File: src/rtl/alu_arbiter.sv
// alu_arbiter: two requesters share one external combinational ALU. Each
// operation is accepted, executed, and then held as a response.
// Latency: 2 cycles from the accept edge to rspN_valid. Peak rate: one
// operation every 3 cycles.
// Backpressure: the held response stays until the owner raises rspN_ready.
// No new request is accepted until the block is back in IDLE.
//
// Ports:
//   clk, reset                      clock, async active-high reset
//   reqN_valid/_a/_b/_op/_ready     request side, valid/ready per requester
//   alu_a, alu_b, alu_control       registered operands/op to shared ALU
//   alu_result, alu_flags           combinational ALU return path
//   rspN_valid/_ready               response handshake per requester
//   rsp_result, rsp_flags           captured ALU outputs ({C,L,F,Z,N})
//   busy                            high whenever not IDLE
module alu_arbiter #(
  parameter int WIDTH = 16
) (
  input  logic             clk,
  input  logic             reset,
  input  logic             req0_valid,
  input  logic [WIDTH-1:0] req0_a,
  input  logic [WIDTH-1:0] req0_b,
  input  logic [3:0]       req0_op,
  output logic             req0_ready,
  input  logic             req1_valid,
  input  logic [WIDTH-1:0] req1_a,
  input  logic [WIDTH-1:0] req1_b,
  input  logic [3:0]       req1_op,
  output logic             req1_ready,
  output logic [WIDTH-1:0] alu_a,
  output logic [WIDTH-1:0] alu_b,
  output logic [3:0]       alu_control,
  input  logic [WIDTH-1:0] alu_result,
  input  logic [4:0]       alu_flags,
  output logic             rsp0_valid,
  input  logic             rsp0_ready,
  output logic             rsp1_valid,
  input  logic             rsp1_ready,
  output logic [WIDTH-1:0] rsp_result,
  output logic [4:0]       rsp_flags,
  output logic             busy
);

  typedef enum logic [1:0] {
    ST_IDLE = 2'd0,
    ST_EXEC = 2'd1,
    ST_RESP = 2'd2
  } state_t;

  state_t           r_state;
  state_t           w_state_nxt;

  logic             r_last_grant;  // requester granted most recently
  logic             r_owner;       // requester whose operation is in flight
  logic [WIDTH-1:0] r_alu_a;
  logic [WIDTH-1:0] r_alu_b;
  logic [3:0]       r_alu_ctl;
  logic [WIDTH-1:0] r_rsp_result;
  logic [4:0]       r_rsp_flags;

  logic             w_gnt0;
  logic             w_gnt1;
  logic             w_accept;
  logic             w_rsp_done;

  // Grant is purely combinational in IDLE. On contention, the requester
  // that was not granted last wins. Grant already implies valid, so it
  // doubles as the accept qualifier.
  always_comb begin
    w_gnt0 = 1'b0;
    w_gnt1 = 1'b0;
    if (r_state == ST_IDLE) begin
      if (req0_valid && req1_valid) begin
        w_gnt0 = r_last_grant;
        w_gnt1 = ~r_last_grant;
      end else begin
        w_gnt0 = req0_valid;
        w_gnt1 = req1_valid;
      end
    end
  end

  assign w_accept   = w_gnt0 | w_gnt1;
  // Only the owner's ready matters, and only in RESP.
  assign w_rsp_done = (r_state == ST_RESP) && (r_owner ? rsp1_ready : rsp0_ready);

  // State register
  always_ff @(posedge clk or posedge reset) begin
    if (reset) begin
      r_state <= ST_IDLE;
    end else begin
      r_state <= w_state_nxt;
    end
  end

  // Next-state logic
  always_comb begin
    w_state_nxt = r_state;
    case (r_state)
      ST_IDLE: if (w_accept)   w_state_nxt = ST_EXEC;
      ST_EXEC:                 w_state_nxt = ST_RESP;
      ST_RESP: if (w_rsp_done) w_state_nxt = ST_IDLE;
      default:                 w_state_nxt = ST_IDLE;
    endcase
  end

  // Datapath. last_grant resets to 1 so that requester 0 wins the first
  // contention. A request withdrawn before acceptance never reaches the
  // accept branch, so it leaves last_grant untouched.
  always_ff @(posedge clk or posedge reset) begin
    if (reset) begin
      r_last_grant <= 1'b1;
      r_owner      <= 1'b0;
      r_alu_a      <= '0;
      r_alu_b      <= '0;
      r_alu_ctl    <= '0;
      r_rsp_result <= '0;
      r_rsp_flags  <= '0;
    end else begin
      if (w_accept) begin
        r_alu_a      <= w_gnt1 ? req1_a  : req0_a;
        r_alu_b      <= w_gnt1 ? req1_b  : req0_b;
        r_alu_ctl    <= w_gnt1 ? req1_op : req0_op;
        r_owner      <= w_gnt1;
        r_last_grant <= w_gnt1;
      end
      // The ALU has had a full cycle on stable operands; sample on EXEC exit.
      if (r_state == ST_EXEC) begin
        r_rsp_result <= alu_result;
        r_rsp_flags  <= alu_flags;
      end
    end
  end

  assign req0_ready  = w_gnt0;
  assign req1_ready  = w_gnt1;
  assign alu_a       = r_alu_a;
  assign alu_b       = r_alu_b;
  assign alu_control = r_alu_ctl;
  assign rsp0_valid  = (r_state == ST_RESP) && !r_owner;
  assign rsp1_valid  = (r_state == ST_RESP) &&  r_owner;
  assign rsp_result  = r_rsp_result;
  assign rsp_flags   = r_rsp_flags;
  assign busy        = (r_state != ST_IDLE);

  // Structural invariants of the arbiter
  a_one_ready : assert property (@(posedge clk) disable iff (reset)
    !(req0_ready && req1_ready));
  a_rsp_hold  : assert property (@(posedge clk) disable iff (reset)
    (r_state == ST_RESP && !w_rsp_done) |=> ($stable(r_rsp_result) && $stable(r_rsp_flags)));

endmodule

File: config.mk
export PLATFORM = sky130hd
export DESIGN_NAME = alu_arbiter
export DESIGN_NICKNAME = d
export VERILOG_FILES = /design/src/rtl/alu_arbiter.sv
export SDC_FILE = /design/constraint.sdc
export NUM_CORES = 1
export LEC_CHECK = 0
export CORE_MARGIN = 2
export CORE_UTILIZATION = 39
export CTS_CLUSTER_SIZE = 30
export DETAILED_ROUTE_END_ITERATION = 12
export PLACE_DENSITY = 0.9
export SYNTH_ARGS = -nofsm -noshare
export SYNTH_HDL_FRONTEND = slang
export SYNTH_SLANG_ARGS = --single-unit
File: constraint.sdc
create_clock -name clk -period 2.6 [get_ports clk]
set_input_delay 0.65 -clock clk [delete_from_list [all_inputs] [get_ports clk]]
set_output_delay 0.65 -clock clk [all_outputs]
set_load 0.03 [all_outputs]
==> impl_metrics.prom <==
# TYPE chip_impl_metric gauge
chip_impl_metric{name="synth-async-reset-ratio",unit="%"} 100
chip_impl_metric{name="place_congestion",unit=""} 0.782
chip_impl_metric{name="start_util",unit="%"} 40.8
chip_impl_metric{name="initialDrtViolationCount",unit=""} 60
chip_impl_metric{name="max_clock_freq",unit="GHz"} 0.426
chip_impl_metric{name="maxSlewViolCount",unit=""} 0
chip_impl_metric{name="final.fill_count",unit=""} 526
chip_impl_metric{name="max_transition_margin",unit="%"} 63.1
chip_impl_metric{name="synthCells",unit=""} 239
chip_impl_metric{name="post_dp_cell_area",unit="um^2"} 4690
chip_impl_metric{name="cts.sinks",unit=""} 61
chip_impl_metric{name="buffer_ports.inserted",unit=""} 160
chip_impl_metric{name="syn-num-nets",unit=""} 338
chip_impl_metric{name="htree_levels",unit=""} 3
chip_impl_info{name="outcome",value="finished clean"} 1
chip_impl_metric{name="drt_wl_total",unit="um"} 8540
chip_impl_metric{name="peakVddDrop",unit="mV"} 0.553
chip_impl_metric{name="first_pass_grt_wire_length",unit="um"} 13600
chip_impl_info{name="cts_root_buf",value="sky130_fd_sc_hd__clkbuf_8"} 1
chip_impl_metric{name="synth_edf_count",unit=""} 0
chip_impl_info{name="synth.area.top_cells",value="sky130_fd_sc_hd__dfrtp_1 50%, sky130_fd_sc_hd__a221o_1 12%, sky130_fd_sc_hd__and4_1 11%, sky130_fd_sc_hd__nor3b_1 9.0%, sky130_fd_sc_hd__mux2_2 8.3%"} 1
chip_impl_metric{name="cts_buffers",unit=""} 9
chip_impl_metric{name="cts.repair.resized",unit=""} 0
chip_impl_metric{name="i_o_pin_count",unit=""} 161
chip_impl_metric{name="mappedNetlistArea",unit="um^2"} 2990
chip_impl_metric{name="cts.hold.buffers_added",unit=""} 0
chip_impl_metric{name="cts.clk_slew.worst_paths",unit="ns"} 0.06
chip_impl_metric{name="power_per_cell_area",unit="nW/um^2"} 1260
chip_impl_metric{name="post_cts_buffers",unit=""} 0
chip_impl_metric{name="synth_top_area_share",unit="%"} 50.2
chip_impl_metric{name="leakage_power",unit="nW"} 1.97
chip_impl_metric{name="stdcell_area",unit="um^2"} 4880
chip_impl_info{name="crit_path_end_kind",value="primary output"} 1
chip_impl_metric{name="antenna_left",unit=""} 0
chip_impl_info{name="grt_setup_unrepaired",value="no"} 1
chip_impl_metric{name="antenna-diode-count",unit=""} 0
chip_impl_info{name="setup.worst_path.class",value="flop to primary output"} 1
chip_impl_metric{name="synth.yosys.warnings",unit=""} 0
chip_impl_metric{name="synthesis.area_per_instance",unit="um^2"} 12.5
chip_impl_metric{name="worstMarginPinSlew",unit="ns"} 0.553
chip_impl_info{name="tritoncts",value="done"} 1
chip_impl_metric{name="netlist-cell-type-count",unit=""} 20
chip_impl_metric{name="core_region_area",unit="um^2"} 7330
chip_impl_metric{name="cp_data_required_time",unit="ns"} 1.95
chip_impl_metric{name="ratio_of_cells_with_drive_above_1_in_the_final_layout",unit="%"} 14.9
chip_impl_metric{name="first_global_vias",unit=""} 2752
chip_impl_metric{name="synth-seq-area-share",unit="%"} 51.1
chip_impl_info{name="hp-class",value="flop to flop"} 1
chip_impl_metric{name="floorplan.die_area",unit="um^2"} 8380
chip_impl_metric{name="final_nets",unit=""} 496
chip_impl_metric{name="crit_path_max_fanout",unit=""} 3
chip_impl_metric{name="finalCritPeriodShare",unit="%"} 90.4
chip_impl_metric{name="time_the_final_worst_path_needs_with_i_o_delays_and_setup",unit="ns"} 2.35
chip_impl_metric{name="cts-root-to-sink-buffers",unit=""} 2
chip_impl_info{name="yosysTopAreaCell",value="sky130_fd_sc_hd__dfrtp_1"} 1
chip_impl_metric{name="route.detailed.vias_per_inst",unit=""} 5.32
chip_impl_metric{name="drc",unit=""} 0
chip_impl_info{name="synthFlopType",value="sky130_fd_sc_hd__dfrtp_1"} 1
chip_impl_metric{name="worst-endpoint-arrival",unit="ns"} 1.70
chip_impl_metric{name="synth.ff_latch_count",unit=""} 61
chip_impl_metric{name="timing.clock.skew",unit="ns"} 0.00763
chip_impl_info{name="synth_commonest_cells",value="60 x sky130_fd_sc_hd__dfrtp_1, 36 x sky130_fd_sc_hd__a221o_1, 36 x sky130_fd_sc_hd__and4_1, 36 x sky130_fd_sc_hd__nor3b_1, 22 x sky130_fd_sc_hd__mux2_2"} 1
chip_impl_info{name="critical_path.startpoint_type",value="flop"} 1
chip_impl_metric{name="antenna_found_initial",unit=""} 0
chip_impl_metric{name="grtUsageTotal",unit="%"} 20.6
chip_impl_metric{name="grt_max_degree",unit=""} 39
chip_impl_metric{name="finalSetupTns",unit="ns"} 0
chip_impl_metric{name="syn2layout_area_growth",unit="%"} 63.4
chip_impl_metric{name="hold_viol_final",unit=""} 0
chip_impl_metric{name="dieHeight",unit="um"} 91.5
chip_impl_metric{name="routed-via-count",unit=""} 2667
chip_impl_metric{name="setup_viol",unit=""} 0
chip_impl_metric{name="detail_route.wl_per_cell",unit="um"} 17.0
chip_impl_metric{name="dp.final_hpwl",unit="um"} 6100
chip_impl_info{name="synthMostInstantiatedCell",value="sky130_fd_sc_hd__dfrtp_1"} 1
chip_impl_metric{name="globalRoute.totalOverflow",unit=""} 0
chip_impl_metric{name="fp.dieW",unit="um"} 91.5
chip_impl_metric{name="cap_violations",unit=""} 0
chip_impl_metric{name="clkLatencyLatePin",unit="ns"} 0.33
chip_impl_metric{name="num_rows",unit=""} 31
chip_impl_metric{name="firstDrtPassIters",unit=""} 4
==> layer usage <==
metal / global-route usage (%) / share of wire (%) / up-vias
li1: - / - / 1259
met1: 25.3 / 41 / 1262
met2: 35.0 / 49 / 136
met3: 5.89 / 9.0 / 10
met4: 6.31 / 1.3 / 0
met5: 0 / 0 / -
==> placed cells by master (no fill, tap or decap), drive strengths merged, types with 2 or more instances in the layout <==
| cell | Yosys | routed |
|---|---|---|
| a221o | 36 | 36 |
| and4 | 36 | 36 |
| buf | 17 | 17 |
| clkbuf | 11 | 12 |
| clkdlybuf4s50 | 0 | 158 |
| clkinv | 0 | 2 |
| dfrtp | 60 | 60 |
| inv | 6 | 6 |
| mux2 | 22 | 22 |
| nand2b | 2 | 2 |
| nor2 | 5 | 5 |
| nor3b | 36 | 36 |
| o21ai | 4 | 4 |
==> worst max-delay path, cell delays in order, from the launching register on <==
cell                              delay (ns)
sky130_fd_sc_hd__dfrtp_1                0.41
sky130_fd_sc_hd__nand2b_1               0.18
sky130_fd_sc_hd__nor2_1                 0.09
sky130_fd_sc_hd__clkdlybuf4s50_1        0.69
==> power breakdown <==
group	switching (mW)	internal (mW)
clock network	0.342	0.466
registers	0.277	1.46
logic	1.98	1.66
==> registers in the layout (all words and copies together), names as in the netlist <==
signal and count:
r_last_grant 1, alu_control 4, rsp_result 16, alu_a 16, r_owner 1, alu_b 16
r_state 2, rsp_flags 5
==> through the flow <==
stage                     instances  utilization, %  hold slack, ns  power (mW)  worst slack (ns)
after floorplan                 239               -           0.505        3.97             0.439
after global placement          485            64.0           0.485        5.31             0.297
after detailed placement        485            64.0           0.494        5.40             0.260
after CTS                       501            66.6           0.508        6.23             0.226
after global routing            501            66.6           0.523        6.52             0.167
final                           501            66.6           0.505        6.18             0.250
==> layout make-up <==
cell class                 count  area (um^2)  share of cell area [%]
timing repair buffer         175         1720                    35.3
sequential                    61         1530                    31.3
multi-input combinational    144         1290                    26.5
clock buffer                  12          145                    2.97
tap                           99          124                    2.54
clock inverter                 4         47.5                   0.974
inverter                       6         22.5                   0.461
==> final timing paths <==
path	from	to	slack, ns	depth (start not counted)
min	rsp_flags[0]	rsp_flags[0]	0.51	1
min reg2reg	rsp_flags[0]	rsp_flags[0]	0.51	1
min in group asynchronous	reset	rsp_result[14]	0.70	2
max reg2reg	r_state[0]	alu_b[10]	0.82	5
max	r_state[0]	rsp0_valid	0.25	3
max in group asynchronous	reset	rsp_result[13]	1.35	3
==> cells by family after synthesis <==
logic type | after synthesis | share of synthesized area, %
multiplexers | 22 | 8.29
buffers and inverters | 34 | 5.94
AND/OR/NAND/NOR | 81 | 21.7
AO/OA/AOI/OAI | 41 | 13.0
flip-flops | 61 | 51.1
Power figures use the tool's default switching activity.
